[src/rtl/program_loader.sv]
// Host-side run controller: streams a program into instruction memory with the CPU held
// in reset, then releases it, pulses cpu_start and times the run until done or cycle limit.
module program_loader #(
  parameter int          ADDR_W     = 10,
  parameter int          INSTR_W    = 9,
  parameter int          CYC_W      = 32,
  parameter int unsigned MAX_CYCLES = 32'd1048576
) (
  input  logic               clk,
  input  logic               reset,
  input  logic               go,
  input  logic [ADDR_W:0]    prog_len,
  input  logic               ack,
  input  logic               s_valid,
  output logic               s_ready,
  input  logic [INSTR_W-1:0] s_data,
  output logic               imem_we,
  output logic [ADDR_W-1:0]  imem_waddr,
  output logic [INSTR_W-1:0] imem_wdata,
  output logic               cpu_reset,
  output logic               cpu_start,
  input  logic               cpu_done,
  output logic               busy,
  output logic               run_done,
  output logic               timeout,
  output logic               len_err,
  output logic [CYC_W-1:0]   cycle_count
);

  typedef enum logic [2:0] {
    ST_IDLE    = 3'd0,
    ST_LOAD    = 3'd1,
    ST_RELEASE = 3'd2,
    ST_START   = 3'd3,
    ST_RUN     = 3'd4,
    ST_FINISH  = 3'd5
  } state_t;

  localparam logic [ADDR_W:0]  DEPTH     = (ADDR_W+1)'(1) << ADDR_W;
  localparam logic [CYC_W-1:0] CYC_LIMIT = CYC_W'(MAX_CYCLES);

  state_t state_q, state_d;

  logic [ADDR_W:0]    len_q, len_d;
  logic [ADDR_W:0]    cnt_q, cnt_d;
  logic               s_ready_q, s_ready_d;
  logic               imem_we_q, imem_we_d;
  logic [ADDR_W-1:0]  imem_waddr_q, imem_waddr_d;
  logic [INSTR_W-1:0] imem_wdata_q, imem_wdata_d;
  logic               cpu_reset_q, cpu_reset_d;
  logic               cpu_start_q, cpu_start_d;
  logic               busy_q, busy_d;
  logic               run_done_q, run_done_d;
  logic               timeout_q, timeout_d;
  logic               len_err_q, len_err_d;
  logic [CYC_W-1:0]   cycle_count_q, cycle_count_d;

  logic               hs;
  logic               go_ok;
  logic               last_word;
  logic [CYC_W-1:0]   cyc_inc;
  logic               limit_hit;

  // s_ready is only ever high in LOAD, so a handshake implies the LOAD state.
  assign hs        = s_valid & s_ready_q;
  assign go_ok     = go & (prog_len != '0) & (prog_len <= DEPTH);
  assign last_word = ((cnt_q + (ADDR_W+1)'(1)) == len_q);
  assign cyc_inc   = cycle_count_q + CYC_W'(1);
  assign limit_hit = (cyc_inc == CYC_LIMIT);

  // State register
  always_ff @(posedge clk or negedge reset) begin
    if (!reset) begin
      state_q <= ST_IDLE;
    end else begin
      state_q <= state_d;
    end
  end

  // Next-state logic
  always_comb begin
    state_d = state_q;
    case (state_q)
      ST_IDLE:    if (go_ok) state_d = ST_LOAD; else state_d = ST_IDLE;
      ST_LOAD:    if (hs && last_word) state_d = ST_RELEASE; else state_d = ST_LOAD;
      ST_RELEASE: state_d = ST_START;
      ST_START:   state_d = ST_RUN;
      ST_RUN: begin
        if (cpu_done) begin
          state_d = ST_FINISH;
        end else if (limit_hit) begin
          state_d = ST_FINISH;
        end else begin
          state_d = ST_RUN;
        end
      end
      ST_FINISH:  if (ack) state_d = ST_IDLE; else state_d = ST_FINISH;
      default:    state_d = ST_IDLE;
    endcase
  end

  // Output and datapath next values; flags follow the state being entered
  always_comb begin
    s_ready_d     = (state_d == ST_LOAD);
    cpu_reset_d   = (state_d == ST_IDLE) || (state_d == ST_LOAD) || (state_d == ST_RELEASE);
    cpu_start_d   = (state_d == ST_START);
    busy_d        = (state_d != ST_IDLE);
    run_done_d    = (state_d == ST_FINISH);
    len_err_d     = (state_q == ST_IDLE) && go && !go_ok;
    imem_we_d     = 1'b0;
    imem_waddr_d  = imem_waddr_q;
    imem_wdata_d  = imem_wdata_q;
    len_d         = len_q;
    cnt_d         = cnt_q;
    timeout_d     = timeout_q;
    cycle_count_d = cycle_count_q;
    case (state_q)
      ST_IDLE: begin
        if (go_ok) begin
          len_d         = prog_len;
          cnt_d         = '0;
          timeout_d     = 1'b0;
          cycle_count_d = '0;
        end else begin
          len_d         = len_q;
        end
      end
      ST_LOAD: begin
        if (hs) begin
          imem_we_d    = 1'b1;
          imem_waddr_d = cnt_q[ADDR_W-1:0];
          imem_wdata_d = s_data;
          cnt_d        = cnt_q + (ADDR_W+1)'(1);
        end else begin
          imem_we_d    = 1'b0;
        end
      end
      ST_RELEASE: cycle_count_d = '0;
      ST_RUN: begin
        // A done on the limit edge takes priority and leaves timeout clear.
        if (cpu_done) begin
          cycle_count_d = cycle_count_q;
        end else if (limit_hit) begin
          cycle_count_d = CYC_LIMIT;
          timeout_d     = 1'b1;
        end else begin
          cycle_count_d = cyc_inc;
        end
      end
      default: cnt_d = cnt_q;
    endcase
  end

  // Output and datapath registers
  always_ff @(posedge clk or negedge reset) begin
    if (!reset) begin
      len_q         <= '0;
      cnt_q         <= '0;
      s_ready_q     <= 1'b0;
      imem_we_q     <= 1'b0;
      imem_waddr_q  <= '0;
      imem_wdata_q  <= '0;
      cpu_reset_q   <= 1'b1;
      cpu_start_q   <= 1'b0;
      busy_q        <= 1'b0;
      run_done_q    <= 1'b0;
      timeout_q     <= 1'b0;
      len_err_q     <= 1'b0;
      cycle_count_q <= '0;
    end else begin
      len_q         <= len_d;
      cnt_q         <= cnt_d;
      s_ready_q     <= s_ready_d;
      imem_we_q     <= imem_we_d;
      imem_waddr_q  <= imem_waddr_d;
      imem_wdata_q  <= imem_wdata_d;
      cpu_reset_q   <= cpu_reset_d;
      cpu_start_q   <= cpu_start_d;
      busy_q        <= busy_d;
      run_done_q    <= run_done_d;
      timeout_q     <= timeout_d;
      len_err_q     <= len_err_d;
      cycle_count_q <= cycle_count_d;
    end
  end

  assign s_ready     = s_ready_q;
  assign imem_we     = imem_we_q;
  assign imem_waddr  = imem_waddr_q;
  assign imem_wdata  = imem_wdata_q;
  assign cpu_reset   = cpu_reset_q;
  assign cpu_start   = cpu_start_q;
  assign busy        = busy_q;
  assign run_done    = run_done_q;
  assign timeout     = timeout_q;
  assign len_err     = len_err_q;
  assign cycle_count = cycle_count_q;

endmodule

[config.mk]
export PLATFORM = sky130hd
export DESIGN_NAME = program_loader
export DESIGN_NICKNAME = d
export VERILOG_FILES = /design/src/rtl/program_loader.sv
export SDC_FILE = /design/constraint.sdc
export NUM_CORES = 1
export LEC_CHECK = 0
export BUFFER_PORTS_ARGS = -buffer_cell sky130_fd_sc_hd__buf_2
export CORE_MARGIN = 1.5
export CORE_UTILIZATION = 47
export CTS_CLUSTER_SIZE = 10
export DETAILED_ROUTE_END_ITERATION = 16
export PLACE_DENSITY = 0.69
export RECOVER_POWER = 50
export SLEW_MARGIN = 20
export SYNTH_ARGS = -nofsm -noshare
export SYNTH_HDL_FRONTEND = slang
export SYNTH_SLANG_ARGS = --single-unit
[constraint.sdc]
create_clock -name clk -period 3.1 [get_ports clk]
set_input_delay 0.31 -clock clk [delete_from_list [all_inputs] [get_ports clk]]
set_output_delay 0.31 -clock clk [all_outputs]
set_load 0.05 [all_outputs]
; ---- After elaboration in Yosys (flattened, before gate mapping)
; Index checks and enable logic that the tools add are counted.
[word_totals]
out_inout_bits = 59
register_bits = 84
in_bits = 26
[op_classes]
n_eq_ne = 15
bitwise = 3
n_reduce_logical = 18
mux = 19
n_lt_le_gt_ge = 1
add_sub_neg = 2
[op_table]
columns = op, count
row1 = $mux W32, 3
row2 = $pmux W32 S3, 1
row3 = $add A32 B1 Y32 const B, 1
row4 = $eq A32 B21 Y1 const B, 1
row5 = $mux W11, 2
row6 = $pmux W11 S2, 1
row7 = $pmux W3 S6, 1
row8 = $eq A3 B2 Y1 const B, 4
row9 = $add A11 B1 Y11 const B, 1
row10 = $eq A11 B11 Y1, 1
row11 = $le A11 B11 Y1 const B, 1
row12 = $reduce_bool A11 Y1, 1
row13 = $eq A3 B3 Y1 const B, 3
row14 = $mux W1, 8
row15 = $ne A2 B2 Y1 const B, 4
row16 = $eq A3 B1 Y1 const B, 2
row17 = $logic_not A3 Y1, 2
row18 = $reduce_and A3 Y1, 2
row19 = $reduce_bool A3 Y1, 2
row20 = $reduce_and A2 Y1, 2
row21 = $reduce_and A4 Y1, 1
row22 = $reduce_bool A2 Y1, 2
row23 = $and A1 B1 Y1, 3
row24 = $logic_and A1 B1 Y1, 3
row25 = 5 further kinds, 6

; ---- Longest topological paths before layout
[logic_depth]
word_depth = 8
mapped_depth = 9

; ---- Worst setup path before layout
; No wires, ideal clock.
[synth_path]
path_type = flip-flop to flip-flop
start = register cycle_count_q[0], in the netlist cycle_count[0]
end = register cycle_count_q[0], in the netlist cycle_count[0]
stages_incl_launch_ff = 10
arrival_time_ns = 3.130
setup_slack_ns = -0.180
setup_time_ns = 0.150
path_buffers = 1
cell_sequence = dfrtp_1 > ha_1 > nand4_4 > or4_1 > buf_2 > nor2_1 > xor2_1 > or4_1 > nor4_2 > o31ai_1
[synth_via]
elab_chain_cells = 5
[synth_rtl]
columns = element, line_no
row1 = from (decl), 56  ; logic [CYC_W-1:0] cycle_count_q, cycle_count_d;
row2 = from (signal assigned), 183  ; cycle_count_q <= cycle_count_d;
row3 = $add A32 B1 Y32 *, 68  ; assign cyc_inc = cycle_count_q + CYC_W'(1);
row4 = $eq A32 B21 Y1, 69  ; assign limit_hit = (cyc_inc == CYC_LIMIT);
row5 = $mux W32 *, 143  ; end else if (limit_hit) begin
row6 = $mux W32 *, 141  ; if (cpu_done) begin
row7 = $pmux W32 S3 *, 117  ; case (state_q)
; Every way passes the cells marked *; elsewhere a longest branch is shown, timed or not. The select of a mux whose other input is x is not followed.
; A chain may end at the register's enable or synchronous reset.

; ---- Worst setup path in the final report
; Same ends and word-level chain as after synthesis.

==> results.md <==
- The count of clock tree sinks is 84.
- Buffers placed on the I/O ports in this run total 84.
- The distinct cell type count after synthesis is 55.
- The number of antenna diodes in the final layout is 0.
- For this configuration, the core starts out at a cell density of between 40 and 50%.
- Among all flip-flop cells after synthesis, the most frequent one is dfrtp_1.
- The share of the clock period used by the worst path after layout is between 90 and 100%.
- The library cell used as clock root buffer is clkbuf_8.
- At the end of routability-driven placement, the weighted congestion stood at between 0.9 and 1.
- The final-report max-slew violation count is 0.
- The worst setup path category is reg -> reg.
- The global-route wire length before repair is around 20000 µm.
- The launch point of the critical path is cycle_count[0].
- In the post-synthesis netlist, the biggest area contributors are dfrtp_1 43%, nand2_1 8.4%, nand4_1 3.6%.
- In the routed design, unresolved DRC markers number 0.
- The setup-violating endpoint count in the final report is 0.
- The beginning of the worst register-to-register path is cycle_count[0].
- The number of CTS-inserted buffers is 9.
- In the synthesized netlist, the number of instances is roughly 560.
- The maximum buffer depth of the clock tree is 2.
- The Yosys warning count is 0.
- After legalization and detailed placement, the total HPWL measured roughly 8400 µm.
- The data arrival at the endpoint of the critical path is between 3 and 4 ns.
- Entering global routing, the biggest net connects 61 pins.
- The startpoint identified for the worst hold timing path is s_data[0].
- Global routing used 22.8% of the available tracks across all layers.
- The count of filler cells inserted in the layout is 970.
- The level count of the clock H-tree is 3.
- The number of global-route vias before repair is 3990.
- The share of synthesized registers carrying an async set or reset is 100%.
- The die width is between 100 and 150 µm.
- The shortest period the worst path allows is 2.92 ns.
- The number of endpoints with negative hold slack in the final report is 0.
- The tool flagged a number of max-cap violations equal to 0.
- The die area is about 11000 µm².
- dfrtp_1 takes more of the synthesized area than any other cell.
- The residual overflow from global routing is 0.
- The clock-pin slew of the registers on the worst-case setup and hold paths is 0.09 ns.
- In this run the worst hold path is classified as in -> reg.
- The latest clock arrival within the worst-skew pair is 0.37 ns.
- The top-area cell type share of the netlist area is roughly 43%.
- The iteration-0 DRC count of the detailed router is 357.
- In this run the worst path has a maximum fanout of 9.
- The detailed router placed 4349 vias in this run.
- The synthesized area divided by synthesized cell count is between 8 and 9 µm².
- The die is 105 µm tall.
- The count of nets left with antenna violations after detail routing is 0.
- In this run, synthesis inferred 0 flip-flops with an integrated enable.
- The floorplan has 36 rows.
- The static leakage is 2.53 nW.
- The worst clock skew is roughly 0.0093 ns.
- The sum of negative setup slack is 0 ns.
- For the worst setup path, the data required time is between 3 and 4 ns.
- The endpoint type of the worst setup path is a flip-flop.
- The master of the slowest instance on the critical path is or4_1.
- Walking the worst path, the cells encountered are ha_2 -> nand4_4 -> or4_1 -> nor2_1 -> xor2_1 -> or4_1 -> nor4_2 -> buf_4 -> o31ai_1.
- The kind of start point of the critical path is a flip-flop.
- Compared with the post-synthesis result, the final layout area differs by 13.7%.
- The I/O pin count is 85.
- The netlist area before placement is between 4000 and 5000 µm².
- The number of buffers inserted for hold repair after clock tree synthesis is 0.
- The region available for standard cell placement spans about 9900 µm².
- The run finished with clean final reports.
- For this run, the slowest stage of the critical path takes about 0.59 ns.
- The fraction of final layout cells with drive strength greater than 1 is a little under a fifth.
- The routed length per instance is about 16 µm.
- For this run, the register share of the synthesized area comes to a little over two fifths.
- The CTS tree is done.
- The count of nets after finishing is roughly 650.
- The routed design has between 10000 and 15000 µm of wire.
- The number of antenna violations at the first check in global routing is 0.
- Measured against its own limit, the worst slew margin works out to less than 1%.
- IR analysis of the VDD net gives a maximum drop of around 0.42 mV.
- The number of vias per cell after detailed routing is roughly 5.7.
- The power density over the cells is approximately 660 nW/µm².
- By instance count, the cell type seen most on the critical path is or4_1.
- The utilization of the core after routing is roughly 56%.
- Setup repair after global routing left no endpoint under its margin.
- The first-pass detailed-route iteration total is 5.
- The number of register bits inferred by synthesis is 84.
- When the netlist entered floorplanning its net count stood at approximately 600.
- Static timing analysis puts the maximum clock frequency at between 300 and 400 MHz.
- For the pin with the worst max-slew slack, the measured transition is 1.49 ns.
-- report_power, final --
part           switching [W]  internal (W)  leakage, nW
Clock               0.000446      0.000469        0.118
Sequential          0.000202       0.00131         1.10
Combinational       0.000845      0.000337         1.31
Total                0.00149       0.00212         2.53
-- critical path, delay by kind of cell, from the launching register on --
| kind | cells | cell delay [ns] |
|---|---|---|
| buffers and inverters | 1 | 0.19 |
| XOR/XNOR | 1 | 0.08 |
| adder cells (fa/ha/maj) | 1 | 0.28 |
| AO/OA/AOI/OAI | 1 | 0.07 |
| AND/OR/NAND/NOR | 5 | 1.75 |
| flip-flops | 1 | 0.45 |
-- cell usage after synthesis (3+ instances only) --
master	count
a211o_1	3
a21oi_1	19
a31oi_1	7
and2_1	6
and3_1	19
and4_1	4
buf_2	20
clkbuf_1	20
dfrtp_1	83
inv_1	4
mux2_2	11
mux2i_1	3
nand2_1	108
nand2b_1	3
nand3_1	19
nand4_1	28
nor2_1	36
nor3_1	16
nor4_1	3
o21ai_0	19
o21ai_1	22
o31ai_1	20
o41ai_1	4
or2_2	3
or3_1	4
or4_1	7
xnor2_1	15
xor2_1	13
-- metrics by stage --
| step | hold slack (ns) | power [W] | setup WS [ns] | cells | cell area [µm²] |
|---|---|---|---|---|---|
| final | 0.121 | 0.00361 | 0.177 | 757 | 5520 |
| after CTS | 0.0330 | 0.00367 | 0.105 | 757 | 5560 |
| after global routing | 0.121 | 0.00382 | 0.0489 | 757 | 5520 |
| after global placement | 0.426 | 0.00271 | 0.198 | 741 | 5330 |
| after floorplan | 0.0144 | 0.00243 | 0.0277 | 556 | 4850 |
| after detailed placement | 0.441 | 0.00275 | 0.128 | 741 | 5330 |
-- cell usage in the layout, fill, tap and decap left out, types with 20 or more instances in the layout --
cell type	netlist	layout
nand2_1	108	108
dfrtp_1	83	81
buf_2	20	57
nor2_1	36	36
nand4_1	28	28
clkbuf_1	20	28
o21ai_1	22	22
o31ai_1	20	20
-- cell families (layout without fill, tap and decap cells) --
kind of cell / after synthesis / after routing / synth area share (%)
flip-flops: 84 / 84 / 43.4
multiplexers: 14 / 14 / 3.17
AND/OR/NAND/NOR: 273 / 273 / 29.2
adder cells (fa/ha/maj): 2 / 2 / 0.516
buffers and inverters: 48 / 116 / 4.54
XOR/XNOR: 28 / 28 / 5.06
AO/OA/AOI/OAI: 107 / 107 / 14.1
-- area by class of cell --
cell class | count | area (µm²) | share of cell area (%)
Multi-Input combinational cell | 424 | 2530 | 45.9
Sequential cell | 84 | 2110 | 38.2
Timing Repair Buffer | 95 | 463 | 8.39
Tap cell | 133 | 166 | 3.02
Clock buffer | 9 | 124 | 2.24
Clock inverter | 7 | 105 | 1.90
Inverter | 5 | 18.8 | 0.340
-- worst paths after layout --
kind	end	slack, ns	cells after the start
worst max-delay path	cycle_count[0]	0.18	9
worst min-delay path	imem_wdata[0]	0.12	3
worst max register to register	cycle_count[0]	0.18	9
worst min register to register	imem_waddr[7]	0.48	2
max in group asynchronous	imem_waddr[4]	1.52	2
min in group asynchronous	cnt_q[8]	0.29	1
-- metal layers --
metal	global-route usage, %	up-vias	part of all wire, %
li1	-	2122	-
met1	33.7	2098	50
met2	33.6	115	44
met3	3.62	14	4.1
met4	8.32	0	1.7
met5	0	-	0
-- registers in the layout, indices dropped and copies added, names as in the netlist, 3 cells and up --
signal and cells:
imem_waddr 10, cnt_q 11, state_q 3, len_q 11, cycle_count 32, imem_wdata 9
-- what timing repair did --
action | in CTS | in global routing
setup endpoints to repair | 0 | 5
setup buffers | 0 | 0
resized for setup | 0 | 1
No activity file was read; power rests on OpenSTA's default activity.
